## config.mk

```make
export PLATFORM = sky130hd
export DESIGN_NAME = game_flow_ctrl
export DESIGN_NICKNAME = d
export VERILOG_FILES = /design/src/rtl/game_flow_ctrl.sv
export SDC_FILE = /design/constraint.sdc
export NUM_CORES = 1
export LEC_CHECK = 0
export ABC_AREA = 1
export CAP_MARGIN = 20
export CORE_MARGIN = 2
export CORE_UTILIZATION = 60
export DETAILED_ROUTE_END_ITERATION = 10
export DONT_BUFFER_PORTS = 1
export HOLD_SLACK_MARGIN = 0.02
export PLACE_DENSITY_LB_ADDON = 0.05
export SLEW_MARGIN = 15
export SYNTH_ARGS = -nofsm -noshare
export SYNTH_HDL_FRONTEND = slang
export SYNTH_SLANG_ARGS = --single-unit
```

## constraint.sdc

```tcl
create_clock -name clk -period 2.8 [get_ports clk]
set_input_delay 0.56 -clock clk [delete_from_list [all_inputs] [get_ports clk]]
set_output_delay 0.56 -clock clk [all_outputs]
set_load 0.005 [all_outputs]
```

## src/rtl/game_flow_ctrl.sv

```systemverilog
// Maze game sequencer: title/staff screens, three timed stages with success
// screens, fail screen, button edge detection and per-stage countdown.
module game_flow_ctrl #(
  parameter int unsigned TICK_DIV   = 100_000_000,
  parameter int unsigned STAGE_TIME = 60
) (
  input  logic       clk,
  input  logic       rst_n,
  input  logic       btn_start,
  input  logic       btn_staff,
  input  logic [1:0] key_find,
  input  logic       at_exit,
  input  logic       caught,
  output logic [3:0] state,
  output logic [6:0] time_left,
  output logic       stage_start,
  output logic       stage_clear
);

  localparam int unsigned CNT_W = (TICK_DIV > 1) ? $clog2(TICK_DIV) : 1;
  localparam logic [CNT_W-1:0] TICK_LAST = CNT_W'(TICK_DIV - 1);
  localparam logic [6:0] TIME_LOAD = 7'(STAGE_TIME);

  localparam logic [3:0] S_TITLE    = 4'd0;
  localparam logic [3:0] S_STAFF    = 4'd1;
  localparam logic [3:0] S_STAGE1   = 4'd2;
  localparam logic [3:0] S_SUCCESS1 = 4'd3;
  localparam logic [3:0] S_STAGE2   = 4'd4;
  localparam logic [3:0] S_SUCCESS2 = 4'd5;
  localparam logic [3:0] S_STAGE3   = 4'd6;
  localparam logic [3:0] S_SUCCESS3 = 4'd7;
  localparam logic [3:0] S_FAIL     = 4'd8;

  logic [3:0]       r_state;
  logic             r_start_q;
  logic             r_staff_q;
  logic [CNT_W-1:0] r_tick_cnt;
  logic [6:0]       r_time_left;
  logic             r_stage_start;
  logic             r_stage_clear;

  logic             w_start_evt;
  logic             w_staff_evt;
  logic             w_in_stage;
  logic             w_tick;
  logic             w_timeout;
  logic             w_success;
  logic [3:0]       w_next_state;
  logic             w_state_chg;
  logic             w_next_is_stage;
  logic             w_next_is_succ;
  logic [CNT_W-1:0] w_tick_cnt_nxt;
  logic [6:0]       w_time_left_nxt;
  logic             w_stage_start_nxt;
  logic             w_stage_clear_nxt;

  assign w_start_evt = btn_start & ~r_start_q;
  assign w_staff_evt = btn_staff & ~r_staff_q;
  assign w_in_stage  = (r_state == S_STAGE1) || (r_state == S_STAGE2) ||
                       (r_state == S_STAGE3);
  assign w_tick      = w_in_stage && (r_tick_cnt == TICK_LAST);
  assign w_timeout   = w_tick && (r_time_left == 7'd1);
  assign w_success   = at_exit && (key_find == 2'b11);

  // State register
  always_ff @(posedge clk or negedge rst_n) begin
    if (!rst_n) r_state <= S_TITLE;
    else        r_state <= w_next_state;
  end

  // Next-state logic; within a stage, a hazard or timeout beats reaching the exit
  always_comb begin
    w_next_state = r_state;
    case (r_state)
      S_TITLE: begin
        if (w_start_evt)      w_next_state = S_STAGE1;
        else if (w_staff_evt) w_next_state = S_STAFF;
      end
      S_STAFF:    if (w_start_evt || w_staff_evt) w_next_state = S_TITLE;
      S_STAGE1, S_STAGE2, S_STAGE3: begin
        if (caught || w_timeout) w_next_state = S_FAIL;
        else if (w_success)      w_next_state = r_state + 4'd1;
      end
      S_SUCCESS1: if (w_start_evt) w_next_state = S_STAGE2;
      S_SUCCESS2: if (w_start_evt) w_next_state = S_STAGE3;
      S_SUCCESS3: if (w_start_evt) w_next_state = S_TITLE;
      S_FAIL:     if (w_start_evt) w_next_state = S_TITLE;
      default:    w_next_state = S_TITLE;
    endcase
  end

  // Next values of the tick counter, countdown and entry pulses
  always_comb begin
    w_state_chg       = (w_next_state != r_state);
    w_next_is_stage   = (w_next_state == S_STAGE1) || (w_next_state == S_STAGE2) ||
                        (w_next_state == S_STAGE3);
    w_next_is_succ    = (w_next_state == S_SUCCESS1) || (w_next_state == S_SUCCESS2) ||
                        (w_next_state == S_SUCCESS3);
    w_tick_cnt_nxt    = r_tick_cnt;
    w_time_left_nxt   = r_time_left;
    w_stage_start_nxt = w_state_chg && w_next_is_stage;
    w_stage_clear_nxt = w_state_chg && w_next_is_succ;

    if (w_state_chg)     w_tick_cnt_nxt = '0;
    else if (w_tick)     w_tick_cnt_nxt = '0;
    else if (w_in_stage) w_tick_cnt_nxt = r_tick_cnt + CNT_W'(1);

    if (w_state_chg && w_next_is_stage) w_time_left_nxt = TIME_LOAD;
    else if (w_tick)                    w_time_left_nxt = r_time_left - 7'd1;
  end

  // Datapath registers; button history resets high so a held button is not an event
  always_ff @(posedge clk or negedge rst_n) begin
    if (!rst_n) begin
      r_start_q     <= 1'b1;
      r_staff_q     <= 1'b1;
      r_tick_cnt    <= '0;
      r_time_left   <= 7'd0;
      r_stage_start <= 1'b0;
      r_stage_clear <= 1'b0;
    end else begin
      r_start_q     <= btn_start;
      r_staff_q     <= btn_staff;
      r_tick_cnt    <= w_tick_cnt_nxt;
      r_time_left   <= w_time_left_nxt;
      r_stage_start <= w_stage_start_nxt;
      r_stage_clear <= w_stage_clear_nxt;
    end
  end

  assign state       = r_state;
  assign time_left   = r_time_left;
  assign stage_start = r_stage_start;
  assign stage_clear = r_stage_clear;

endmodule

```

==> metrics.yaml, run 1 <==
run_status:
  status: "finished clean"
drt:
  avgRoutedWirePerCell_microns: 14.4
  antenna_left: 0
  vias: 2553
  drc: 0
  drtIter0Drc: 192
  routed_wl_microns: 6460
  vias_per_cell: 5.70
  firstDrtPassIters: 4
final_layout:
  drive_gt1_frac: 0.152
  fillers: 424
  num-nets-final: 408
  stdcell_count: 448
  antenna_cells: 0
  syn_to_final_growth_pct: 6.44
  fin_util: 0.661
floorplan:
  start_util: 0.621
  die-area_sq_mm: 0.00543
  die_w_microns: 73.7
  core_area_sq_mm: 0.00469
  chipHeight_microns: 73.7
  num_rows: 25
  ioPinCount: 21
cts:
  clk_latency_ns: 0.29
  cts_max_level: 2
  post-cts-setup-buffers: 0
  cts-root-buf: "clkbuf_8"
  post_cts_resized: 0
  clk_pin_slew_ns: 0.08
  numCtsBuffers: 5
  cts.path.max_buffers: 2
  numClockSinks: 42
  cts_tree: "built"
  ctsHoldBuffers: 1
critical_path:
  slowest_delay_ns: 0.48
  critPathArrivalTime_ns: 2.73
  crit_type: "register to register"
  cp.buffers_inverters: 3
  slowest_stage: "dfrtp_1"
  crit_family: "simple AND/OR/NAND/NOR gates"
  start_kind: "register"
  required_ns: 3.02
  crit_path_cell_trace: "inv_1, ha_1, nand3_2, nand2_4, inv_4, nor2_4, nand3_2, nand4_2, nand2_2, nand2_1, nand2_1, nor2_1, nand2_2, buf_12, a21oi_2"
  crit_fanout: 27
  critical_path.endpoint_type: "register"
global_routing:
  grt_pass1_wl_microns: 11300
  grt_pass1_vias: 2491
  overflow: 0
  grt_max_degree: 41
  grtUsageTotal: 0.266
  antenna_found_initial: 0
sta:
  maxSlewViolCount: 0
  setup_tns_ns: 0
  worst_slew_pin_slew_ns: 0.548
  whs_ns: 0.102
  fin_worst_skew_ns: 0.00723
  setup_viol: 0
  finalCritPeriodShare: 0.897
  min_period_ns: 2.51
  maxSlewHeadroom: 0.631
  hold_viol: 0
  rsz0062_at_grt: "no"
  fmax_mhz: 398
synth:
  synth_top_area_share: 0.343
  synth_top_area_cell: "dfrtp_1"
  ys.flop_type: "dfrtp_1"
  async_flop_share: 1.00
  synth_most_common_cell: "nand2_1"
  synth-edff-count: 0
  synth_area_sq_mm: 0.00291
  netlist_top_cells_count: "nand2_1, nor2_1, inv_1"
  synth_sequential_area_ratio: 0.362
  netlist_top_cells_area: "dfrtp_1, nand2_1, a21oi_2"
  syn_inst: 389
  synth_cell_type_count: 36
  syn_area_per_cell_sq_um: 7.49
  synth_nets: 404
  synth_warnings: 0
  synth_seq_cells: 42
worst_hold_path:
  worstHoldPathType: "input port to async pin"
power_and_ir_drop:
  p_leak_nw: 1.35
  powerDensity_mw_per_mm2: 628
  ir_worst_vdd_uv: 767
  finalPower_mw: 1.95
placed_design:
  placed_cells_incl_taps: 439
  port-buffer-count: 0
  gp_congestion: 0.901
  dp_hpwl_microns: 4720
run:
  drv_cap: 0
==> path summary, 6_finish.rpt <==
check,from,to,cells past startpoint,slack [ns]
worst max-delay path,state[0]$_DFF_PN0_,r_tick_cnt[15]$_DFFE_PN0P_,15,0.29
worst min-delay path,rst_n,r_start_q$_DFF_PN1_,0,0.10
worst max register to register,state[0]$_DFF_PN0_,r_tick_cnt[15]$_DFFE_PN0P_,15,0.29
worst min register to register,r_tick_cnt[6]$_DFFE_PN0P_,r_tick_cnt[6]$_DFFE_PN0P_,2,0.60
max in group asynchronous,rst_n,r_tick_cnt[13]$_DFFE_PN0P_,1,2.50
min in group clk,btn_start,r_start_q$_DFF_PN1_,0,0.26
==> worst register-to-register path, cell delays in order (launching register included) <==
cell	delay, ns
dfrtp_1	0.48
inv_1	0.19
ha_1	0.25
nand3_2	0.11
nand2_4	0.13
inv_4	0.05
nor2_4	0.11
nand3_2	0.13
nand4_2	0.12
nand2_2	0.08
nand2_1	0.08
nand2_1	0.04
nor2_1	0.18
nand2_2	0.16
buf_12	0.20
a21oi_2	0.14
==> power breakdown <==
| part | internal, mW | switching [mW] | leakage, nW | total [mW] |
|---|---|---|---|---|
| clock | 0.263 | 0.213 | 0.0579 | 0.476 |
| combinational | 0.229 | 0.572 | 0.737 | 0.801 |
| sequential | 0.638 | 0.0339 | 0.556 | 0.672 |
==> cells in the final DEF (no fill, tap or decap), drive strengths merged <==
cell type,instances
a211oi,1
a21o,1
a21oi,37
a31o,1
buf,6
bufinv,1
clkbuf,5
clkinv,2
dfrtp,40
dfstp,2
ha,7
inv,50
nand2,87
nand3,26
nand3b,3
nand4,17
nor2,53
nor3,13
nor4,5
o211ai,6
o21ai,8
o221ai,1
or2,4
xnor2,2
xor2,16
==> per-layer routing <==
layer	global-route usage	wire [microns]	vias to the layer above
met1	0.358	2970	1202
met3	0.0453	274	13
met2	0.435	3110	55
met5	0	0	-
met4	0.0828	112	0
li1	-	-	1283
==> final cells by class <==
type | instances | area [sq um] | share of cell area
multi-input combinational | 288 | 1610 | 0.520
sequential | 42 | 1050 | 0.340
inverter | 50 | 190 | 0.0613
timing repair buffer | 6 | 70.1 | 0.0226
clock buffer | 5 | 68.8 | 0.0222
tap | 54 | 67.6 | 0.0218
clock inverter | 3 | 40.0 | 0.0129
==> per-stage QoR <==
step | worst slack, ns | area (sq um)
5_1_grt | 0.0408 | 3100
3_3_place_gp | 0.391 | 2970
4_1_cts | 0.292 | 3100
3_5_place_dp | 0.308 | 2970
2_1_floorplan | 0.684 | 2910
6_report | 0.288 | 3100
==> sequential cells by signal, summed over array words and instances, names as in the netlist <==
| signal | count |
|---|---|
| r_start_q | 1 |
| time_left | 7 |
| stage_start | 1 |
| r_staff_q | 1 |
| r_tick_cnt | 27 |
| state | 4 |
| stage_clear | 1 |
==> cell families after synthesis <==
| logic type | after synthesis | share of synthesized area |
|---|---|---|
| AND/OR/NAND/NOR | 208 | 0.338 |
| buffers and inverters | 59 | 0.0854 |
| AO/OA/AOI/OAI | 55 | 0.131 |
| flip-flops | 42 | 0.362 |
| XOR/XNOR | 18 | 0.0541 |
| adder cells (fa/ha/maj) | 7 | 0.0301 |
(Power assumes the default switching activity.)
==> run 2: changes to the inputs <==
GPL_ROUTABILITY_DRIVEN = 1   (was not set)
clock period = 2.9 ns   (was 2.8 ns; I/O delays follow)
==> run 2 against run 1 <==
Critical path depth is 1 lower. Maximum frequency is 1.6% higher. Die area stayed put. Combinational power is 4.2% lower. Sequential cell count stayed put. First-iteration DRC count is 0.52% higher. Core utilization is 0.13 points lower. Final area is 0.20% lower. Via count is 0.35% lower. Power is 3.8% lower. Final cell count is 0.22% lower.
==> metrics.yaml, run 2 (same netlist as run 1, synthesis figures left out) <==
drt:
  routed_wl_microns: 6460  # about the same
  drc: 0  # unchanged
  avgRoutedWirePerCell_microns: 14.5  # +0.21%
  firstDrtPassIters: 4  # unchanged
  vias_per_cell: 5.69  # -0.13%
  antenna_left: 0  # unchanged
  vias: 2544  # -0.35%
  drtIter0Drc: 193  # +0.52%
critical_path:
  required_ns: 3.13  # +0.11 ns
  r2r_start: "state[0]$_DFF_PN0_"
  start_kind: "register"
  crit_path_frequent_cell: "nand2_1"
  critical_path.endpoint_type: "register"
  crit_path_cell_trace: "inv_1, ha_1, nand3_1, nand2_1, nor2_1, o21ai_0, a21oi_1, nand2_2, nand2_1, nand2_1, nor2_4, nand2_2, buf_12, nor2_1"
  slowest_delay_ns: 0.50  # +0.02 ns
  crit_type: "register to register"
  crit_fanout: 27  # unchanged
  crit_start: "state[0]$_DFF_PN0_"
  critPathArrivalTime_ns: 2.70  # -0.03 ns
  slowest_stage: "dfrtp_1"
final_layout:
  drive_gt1_frac: 0.148  # -0.00470
  final_common_cell: "nand2_1"
  largest_register: "r_tick_cnt"
  fin_util: 0.660  # -0.00133
  num-nets-final: 407  # -0.25%
  antenna_cells: 0  # unchanged
  final_cell_mix: "nand2_1, nor2_1, inv_1, dfrtp_1, nand3_1"
  syn_to_final_growth_pct: 6.23
  largest_reg_flops: 27  # unchanged
floorplan:
  chipHeight_microns: 73.7  # unchanged
  num_rows: 25  # unchanged
  core_area_sq_mm: 0.00469  # unchanged
  ioPinCount: 21  # unchanged
  die_w_microns: 73.7  # unchanged
  die-area_sq_mm: 0.00543  # unchanged
  start_util: 0.621  # unchanged
run_status:
  status: "finished clean"
power_and_ir_drop:
  powerDensity_mw_per_mm2: 606  # -3.6%
  ir_worst_vdd_uv: 507  # -34%
  finalPower_mw: 1.88  # -3.8%
  p_leak_nw: 1.34  # -0.87%
sta:
  setup_tns_ns: 0  # unchanged
  finalCritPeriodShare: 0.852  # -0.0448
  rsz0062_at_grt: "no"
  worst_slew_pin_slew_ns: 0.661  # +0.113 ns
  fin_ws_ns: 0.429  # +0.140 ns
  min_period_ns: 2.47  # -0.0402 ns
  setup_viol: 0  # unchanged
  hold_viol: 0  # unchanged
  fmax_mhz: 405  # +1.6%
  fin_worst_skew_ns: 0.0117  # +0.00451 ns
  maxSlewViolCount: 0  # unchanged
  maxSlewHeadroom: 0.555  # -0.0760
run:
  drv_cap: 0  # unchanged
placed_design:
  port-buffer-count: 0  # unchanged
  pre_cts_ws_ns: 0.431  # +0.123 ns
  gp_congestion: 0.922  # +2.3%
  dp_hpwl_microns: 4680  # -0.89%
cts:
  numClockSinks: 42  # unchanged
  clk_pin_slew_ns: 0.09  # about the same
  numCtsBuffers: 5  # unchanged
  clk_latency_ns: 0.30  # about the same
  cts-root-buf: "clkbuf_8"
  cts_tree: "built"
  cts.path.max_buffers: 2  # unchanged
  cts_max_level: 2  # unchanged
global_routing:
  grt_max_degree: 41  # unchanged
  grt_pass1_wl_microns: 11000  # -2.6%
  overflow: 0  # unchanged
  antenna_found_initial: 0  # unchanged
  grt_pass1_vias: 2393  # -3.9%
  grtUsageTotal: 0.261  # -0.00436
worst_hold_path:
  worstHoldPathType: "input port to async pin"
[run 2: cell count changes in the layout (fill, tap and decap cells not counted), sizes merged]
cell      previous run  this run
clkinvlp             0         1
clkinv               2         0
clkbuf               5         6
buf                  6         5
[run 2: metal layers]
metal	track usage	part of all wire	up-vias
met5	0	0	-
met4	0.0788	0.014	0
met3	0.0480	0.036	11
met2	0.430	0.48	51
met1	0.350	0.47	1208
li1	-	-	1274
[run 2: area by class of cell]
| type | instances | area [sq um] |
|---|---|---|
| Clock buffer | 6 | 72.6 |
| Clock inverter | 2 | 37.5 |
| Timing Repair Buffer | 5 | 62.6 |
| Tap cell | 54 | 67.6 |
| Sequential cell | 42 | 1050 |
| Fill cell | 412 | 1600 |
| Multi-Input combinational cell | 288 | 1610 |
| Inverter | 50 | 190 |
[run 2: where the power goes]
group	switching (mW)	total [mW]	internal, mW	leakage, nW
sequential	0.0333	0.649	0.616	0.556
clock	0.202	0.459	0.257	0.0514
combinational	0.555	0.767	0.212	0.732
[run 2: per-stage QoR]
step                instance area [sq um]  hold WS [ns]  cells
finish                               3100         0.107    447
global route                         3100         0.108    447
CTS                                  3100         0.116    447
detailed placement                   2970         0.285    438
global placement                     2970         0.285    438
floorplan                            2910         0.284    389
[run 2: what timing repair did]
item,4_1_cts,5_1_grt
setup buffers,0,0
hold endpoints to repair,40,0
hold buffers,1,0
resized for setup,0,0
[run 2: worst paths after layout]
kind / end / slack, ns / cells after the start
worst min register to register: r_tick_cnt[26]$_DFFE_PN0P_ / 0.59 / 2
max in group asynchronous: r_tick_cnt[23]$_DFFE_PN0P_ / 2.58 / 1
min in group clk: r_staff_q$_DFF_PN1_ / 0.28 / 0
worst max register to register: r_tick_cnt[22]$_DFFE_PN0P_ / 0.43 / 14
worst max-delay path: r_tick_cnt[22]$_DFFE_PN0P_ / 0.43 / 14
worst min-delay path: r_tick_cnt[2]$_DFFE_PN0P_ / 0.11 / 1
[run 2: critical path: cells and delay by family (launching register included)]
family	cells	cell delay, ns
simple gates	9	0.92
flops	1	0.50
buf+inv	2	0.37
compound gates	2	0.34
fa+ha+maj	1	0.27
==> run 3: changes to the inputs <==
CTS_CLUSTER_DIAMETER = 150   (was not set)
==> results of run 3 <==
The final DEF is identical to that of run 2; final timing and power are the same.
